File: src/rtl/instruction_fetch_unit.sv
// Fetch front end: issues in-order word fetches at the PC, buffers returned words with their
// addresses, and hands one instruction per cycle to the decoder with stall and redirect handling.
module instruction_fetch_unit #(
    parameter int                    instructionWidth = 32,
    parameter int                    addressSize      = 64,
    parameter int                    bufferDepth      = 4,
    parameter int                    ptrWidth         = 2,
    parameter logic [0:addressSize-1] resetAddress    = '0
) (
    input  logic                        clock_i,
    input  logic                        reset_i,
    input  logic                        enable_i,
    input  logic                        stall_i,
    input  logic                        redirect_i,
    input  logic [0:addressSize-1]      redirectAddress_i,
    output logic                        memReq_o,
    output logic [0:addressSize-1]      memAddress_o,
    input  logic                        memReady_i,
    input  logic                        memValid_i,
    input  logic [0:instructionWidth-1] memData_i,
    output logic [0:instructionWidth-1] instruction_o,
    output logic [0:addressSize-1]      address_o,
    output logic                        enable_o
);

    localparam int CountWidth = ptrWidth + 1;
    // Stale responses can pile up across back-to-back redirects, so give drop_count headroom.
    localparam int DropWidth  = ptrWidth + 4;

    logic [0:addressSize-1]      pc;
    logic [ptrWidth-1:0]         head;
    logic [ptrWidth-1:0]         tail;
    logic [ptrWidth-1:0]         fill;
    logic [CountWidth-1:0]       count;
    logic [CountWidth-1:0]       pending;
    logic [DropWidth-1:0]        drop_count;
    logic [0:addressSize-1]      entry_addr  [bufferDepth];
    logic [0:instructionWidth-1] entry_instr [bufferDepth];
    logic [bufferDepth-1:0]      entry_filled;

    logic                        full;
    logic                        accept;
    logic                        drop_word;
    logic                        fill_word;
    logic                        emit;
    logic [DropWidth-1:0]        stale;
    logic [DropWidth-1:0]        drop_next;

    always_comb begin
        full         = (count == CountWidth'(bufferDepth));
        memReq_o     = reset_i & enable_i & ~redirect_i & ~full;
        memAddress_o = pc;
        accept       = memReq_o & memReady_i;
        drop_word    = memValid_i & (drop_count != '0);
        fill_word    = memValid_i & (drop_count == '0) & (pending != '0);
        emit         = ~stall_i & ~redirect_i & entry_filled[head];
        // On redirect every word still in flight becomes stale, less one arriving right now.
        stale        = DropWidth'(pending) + drop_count;
        drop_next    = stale - DropWidth'(memValid_i && (stale != '0));
    end

    always_ff @(posedge clock_i) begin
        if (!reset_i) begin
            pc            <= resetAddress;
            head          <= '0;
            tail          <= '0;
            fill          <= '0;
            count         <= '0;
            pending       <= '0;
            drop_count    <= '0;
            entry_filled  <= '0;
            enable_o      <= 1'b0;
            instruction_o <= '0;
            address_o     <= '0;
        end else if (redirect_i) begin
            pc           <= {redirectAddress_i[0:addressSize-3], 2'b00};
            head         <= '0;
            tail         <= '0;
            fill         <= '0;
            count        <= '0;
            pending      <= '0;
            drop_count   <= drop_next;
            entry_filled <= '0;
            enable_o     <= 1'b0;
        end else begin
            if (accept) begin
                tail               <= tail + ptrWidth'(1);
                pc                 <= pc + addressSize'(4);
                entry_filled[tail] <= 1'b0;
            end
            if (drop_word) begin
                drop_count <= drop_count - DropWidth'(1);
            end
            if (fill_word) begin
                fill               <= fill + ptrWidth'(1);
                entry_filled[fill] <= 1'b1;
            end
            if (emit) begin
                instruction_o      <= entry_instr[head];
                address_o          <= entry_addr[head];
                head               <= head + ptrWidth'(1);
                entry_filled[head] <= 1'b0;
                enable_o           <= 1'b1;
            end else begin
                enable_o <= 1'b0;
            end
            count   <= count + CountWidth'(accept) - CountWidth'(emit);
            pending <= pending + CountWidth'(accept) - CountWidth'(fill_word);
        end
    end

    always_ff @(posedge clock_i) begin
        if (accept) begin
            entry_addr[tail] <= pc;
        end
        if (fill_word) begin
            entry_instr[fill] <= memData_i;
        end
    end

endmodule
File: config.mk
export PLATFORM = sky130hd
export DESIGN_NAME = instruction_fetch_unit
export DESIGN_NICKNAME = d
export VERILOG_FILES = /design/src/rtl/instruction_fetch_unit.sv
export SDC_FILE = /design/constraint.sdc
export NUM_CORES = 1
export LEC_CHECK = 0
export CAP_MARGIN = 10
export CORE_MARGIN = 5
export CORE_UTILIZATION = 56
export DETAILED_ROUTE_END_ITERATION = 6
export PLACE_DENSITY = 0.8
export SYNTH_ARGS = -nofsm -noshare
export SYNTH_HDL_FRONTEND = slang
export SYNTH_SLANG_ARGS = --single-unit
export TNS_END_PERCENT = 20
File: constraint.sdc
create_clock -name clock_i -period 4.8 [get_ports clock_i]
set_clock_uncertainty 0.2 [all_clocks]
set_input_delay 0.48 -clock clock_i [delete_from_list [all_inputs] [get_ports clock_i]]
set_output_delay 0.48 -clock clock_i [all_outputs]
set_load 0.05 [all_outputs]
==> run_results.csv <==
group,metric,value,unit
outcome,status,"completed",
logic_synthesis,yosys.cell_types.count,68,
global_routing,grt_overflow,0,
pwr,p_clk_share,41.6,%
sta,fin_crit,3.46,ns
logic_synthesis,synth_edf_count,376,
pwr,leakagePower,8.59,nW
logic_synthesis,synth_compound_area_share,7.23,%
sta,finalHoldViolCount,0,
die,num_rows,72,
sta,max_freq,289,MHz
pwr,p_switching,2.29,mW
logic_synthesis,synth_top_family_by_area,"simple AND/OR/NAND/NOR gates",
critical_path,cpPeakStageDelay,0.57,ns
pwr,combPwrFrac,6.7,%
detailed_routing,drcViolationCount,0,
critical_path,crit_chain,"inv_1 > ha_1 > or3b_2 > nor4_2 > ha_1 > inv_1 > ha_1 > inv_1 > fa_1 > xnor2_1 > xnor2_1 > nor2_1",
clock_tree,insertion_delay,0.59,ns
sta,setup_viol,0,
layout,fillers,2674,
global_routing,grt_max_degree,98,
clock_tree,h-tree-depth,2,
die,die_w,209,um
logic_synthesis,yosysWarnings,0,
critical_path,worstPathArrival,3.71,ns
clock_tree,cts_tree,"done",
global_routing,grt_pass1_wl,85.6,mm
critical_path,cp_slowest_cell,"nor4_2",
logic_synthesis,yosysSeqAreaShare,67.1,%
pwr,power.sequential.fraction,51.7,%
pwr,p_int,7.96,mW
logic_synthesis,synthAdderAreaFrac,1.63,%
clock_tree,cts_resized,0,
die,core-area,38900,sq um
clock_tree,cts-root-buf,"clkbuf_16",
clock_tree,clk_pin_slew,0.06,ns
placed_design,dp.cells,2293,
global_routing,grt_usage,24.9,%
logic_synthesis,synth_async_sr_flop_share,0,%
die,die_h,209,um
placed_design,numPortBuffers,258,
pwr,irDropWorstVdd,0.000359,V
logic_synthesis,syn_area,22200,sq um
clock_tree,clockBufferDepth,3,
critical_path,r2r_slack,1.34,ns
die,io_pins,265,
layout,area_delta_synth_final,21.9,%
sta,worst_pin_slew,1.19,ns
pwr,power_switching_share,22.3,%
layout,final_nets,1961,
sta,rsz0062_at_grt,"false",
sta,timing.final.crit_share,72.0,%
sta,relSlewSlack,20.9,%
critical_path,crit_family,"adder cells",
detailed_routing,wirelength,55.8,mm
detailed_routing,dr.pass1.iters,6,
logic_synthesis,synth-main-ff-cell,"edfxtp_1",
logic_synthesis,syn_area_per_cell,13.9,sq um
logic_synthesis,synthCells,1591,
logic_synthesis,synth_seq_cells,555,
layout,final_cells,2397,
critical_path,cp-start-kind,"register",
clock_tree,postCtsHoldBufs,0,
layout,drive_gt1_share,13.0,%
detailed_routing,avgViaCountPerCell,6.16,
clock_tree,clock_sinks,555,
clock_tree,post_cts_buffers,0,
die,die_area,43600,sq um
sta,setup_tns,0,ns
logic_synthesis,synth_xor_area_share,0.870,%
global_routing,antenna_found_initial,6,
sta,drv_slew,0,
flow_run,maxCapViolations,0,
critical_path,crit_buf_inv,3,
global_routing,grt_pass1_vias,14800,
detailed_routing,vias,14800,
critical_path,critPathCaptureType,"register",
detailed_routing,first_iter_violations,1272,
critical_path,crit_fanout,7,
placed_design,finalWeightedCongestion,0.817,
critical_path,path_class,"register to register",
critical_path,cp.required,5.05,ns
logic_synthesis,synth_simple_gate_area_share,10.4,%
die,start_util,56.9,%
placed_design,dp_hpwl,33.7,mm
hold_path,hp-class,"input pin to register",
detailed_routing,routedWlPerCell,23.3,um
clock_tree,numCtsBuffers,53,
detailed_routing,ant_nets,0,
pwr,p_per_area,379,nW/um^2
logic_synthesis,yosys-mux-area-fraction,10.2,%
## final timing paths
path | startpoint | to | cells past startpoint
worst max-delay path | drop_count[1] | pending[2] | 12
worst min-delay path | redirect_i | head[1] | 4
worst max register to register | drop_count[1] | pending[2] | 12
worst min register to register | address_o[20] | address_o[20] | 2
## power by group through the flow
stage          clock network [mW]  logic [mW]  registers (mW)
3_3_place_gp                    0       0.665            5.38
3_5_place_dp                    0       0.683            5.39
4_1_cts                      4.31       0.688            5.29
5_1_grt                      4.51       0.742            5.31
6_report                     4.26       0.689            5.30
2_1_floorplan                   0       0.345            5.45
## cell type report
class	instances	area, sq um	area share [%]
Tap cell	518	648	2.40
Inverter	32	126	0.468
Sequential cell	555	14900	55.1
Multi-Input combinational cell	906	6770	25.1
Clock buffer	72	1490	5.52
Clock inverter	28	293	1.08
Timing Repair Buffer	283	2790	10.3
Antenna cell	3	7.51	0.0278
## kinds of logic (layout without fill, tap and decap cells)
group           count (synthesis)  count (layout)
flops                         555             555
simple gates                  481             481
compound gates                264             264
buf+inv                       133             415
mux                           108             108
fa+ha+maj                      27              27
xor+xnor                       22              22
other cells                     1               7
## metrics by stage
stage / hold WS, ns / power [mW] / setup slack, ns / area (sq um) / utilization, %
floorplan: 0.277 / 5.80 / 1.11 / 22200 / -
global placement: 0.242 / 6.05 / 1.07 / 25200 / 64.8
detailed placement: 0.246 / 6.08 / 0.994 / 25200 / 64.8
CTS: 0.101 / 10.3 / 1.34 / 27000 / 69.4
global route: 0.145 / 10.6 / 1.13 / 27000 / 69.4
finish: 0.130 / 10.2 / 1.34 / 27000 / 69.4
## registers in the layout, summed over array words and instances, names as in the netlist
signal	flops
instruction_o	32
fill	2
count	3
enable_o	1
head	2
entry_instr	128
pending	3
address_o	62
memAddress_o	62
tail	2
entry_addr	248
drop_count	6
entry_filled	4
## routing by layer
metal,up-vias,track usage (%),wire length [um]
met5,-,0,33
met4,6,5.92,1010
met3,91,6.27,5560
met2,775,41.4,27600
met1,7369,33.6,21600
li1,6530,-,-
## worst min-delay path, cell delays in order
cell and delay (ns):
buf_2 0.11, a211oi_1 0.08, a2bb2oi_1 0.13, nor2_1 0.08
## cells in the final DEF (no fill, tap or decap), types with 7 or more instances in the layout
cell / synthesis / layout
nand2_1: 266 / 266
nand4_1: 36 / 36
mux4_2: 94 / 94
o22ai_1: 7 / 7
ha_1: 24 / 24
clkdlybuf4s50_1: 0 / 256
xor2_1: 8 / 8
a211oi_1: 9 / 9
o211ai_1: 21 / 21
edfxtp_1: 376 / 376
nand3_1: 33 / 33
clkinv_1: 1 / 8
a31oi_1: 31 / 31
and3_1: 15 / 15
dfxtp_1: 179 / 177
or4_1: 14 / 14
mux2_2: 11 / 11
nor3_1: 12 / 12
clkinv_2: 0 / 11
clkbuf_1: 66 / 12
clkbuf_16: 0 / 55
or3_1: 16 / 16
xnor2_1: 14 / 14
buf_4: 4 / 23
o21ai_0: 23 / 23
nor2_1: 44 / 43
a21oi_1: 128 / 128
inv_1: 31 / 25
## cells in the mapped netlist (7+ instances only)
master	instances	share of area (%)
nor2_1	44	0.75
a211oi_1	9	0.30
nand2_1	266	4.5
or3_1	16	0.45
buf_2	17	0.38
a31oi_1	31	0.88
nand3_1	33	0.75
dfxtp_1	179	16
xnor2_1	14	0.55
nor3_1	12	0.27
edfxtp_1	376	51
and2_1	9	0.25
mux4_2	94	9.6
buf_1	13	0.22
and3_1	15	0.42
mux2_2	11	0.56
a21oi_1	128	2.9
o22ai_1	7	0.20
clkbuf_1	66	1.1
xor2_1	8	0.32
o211ai_1	21	0.71
ha_1	24	1.4
o21ai_0	23	0.52
or4_1	14	0.47
inv_1	31	0.53
nand4_1	36	1.0
Note: power is estimated with default switching activity, not from simulation.
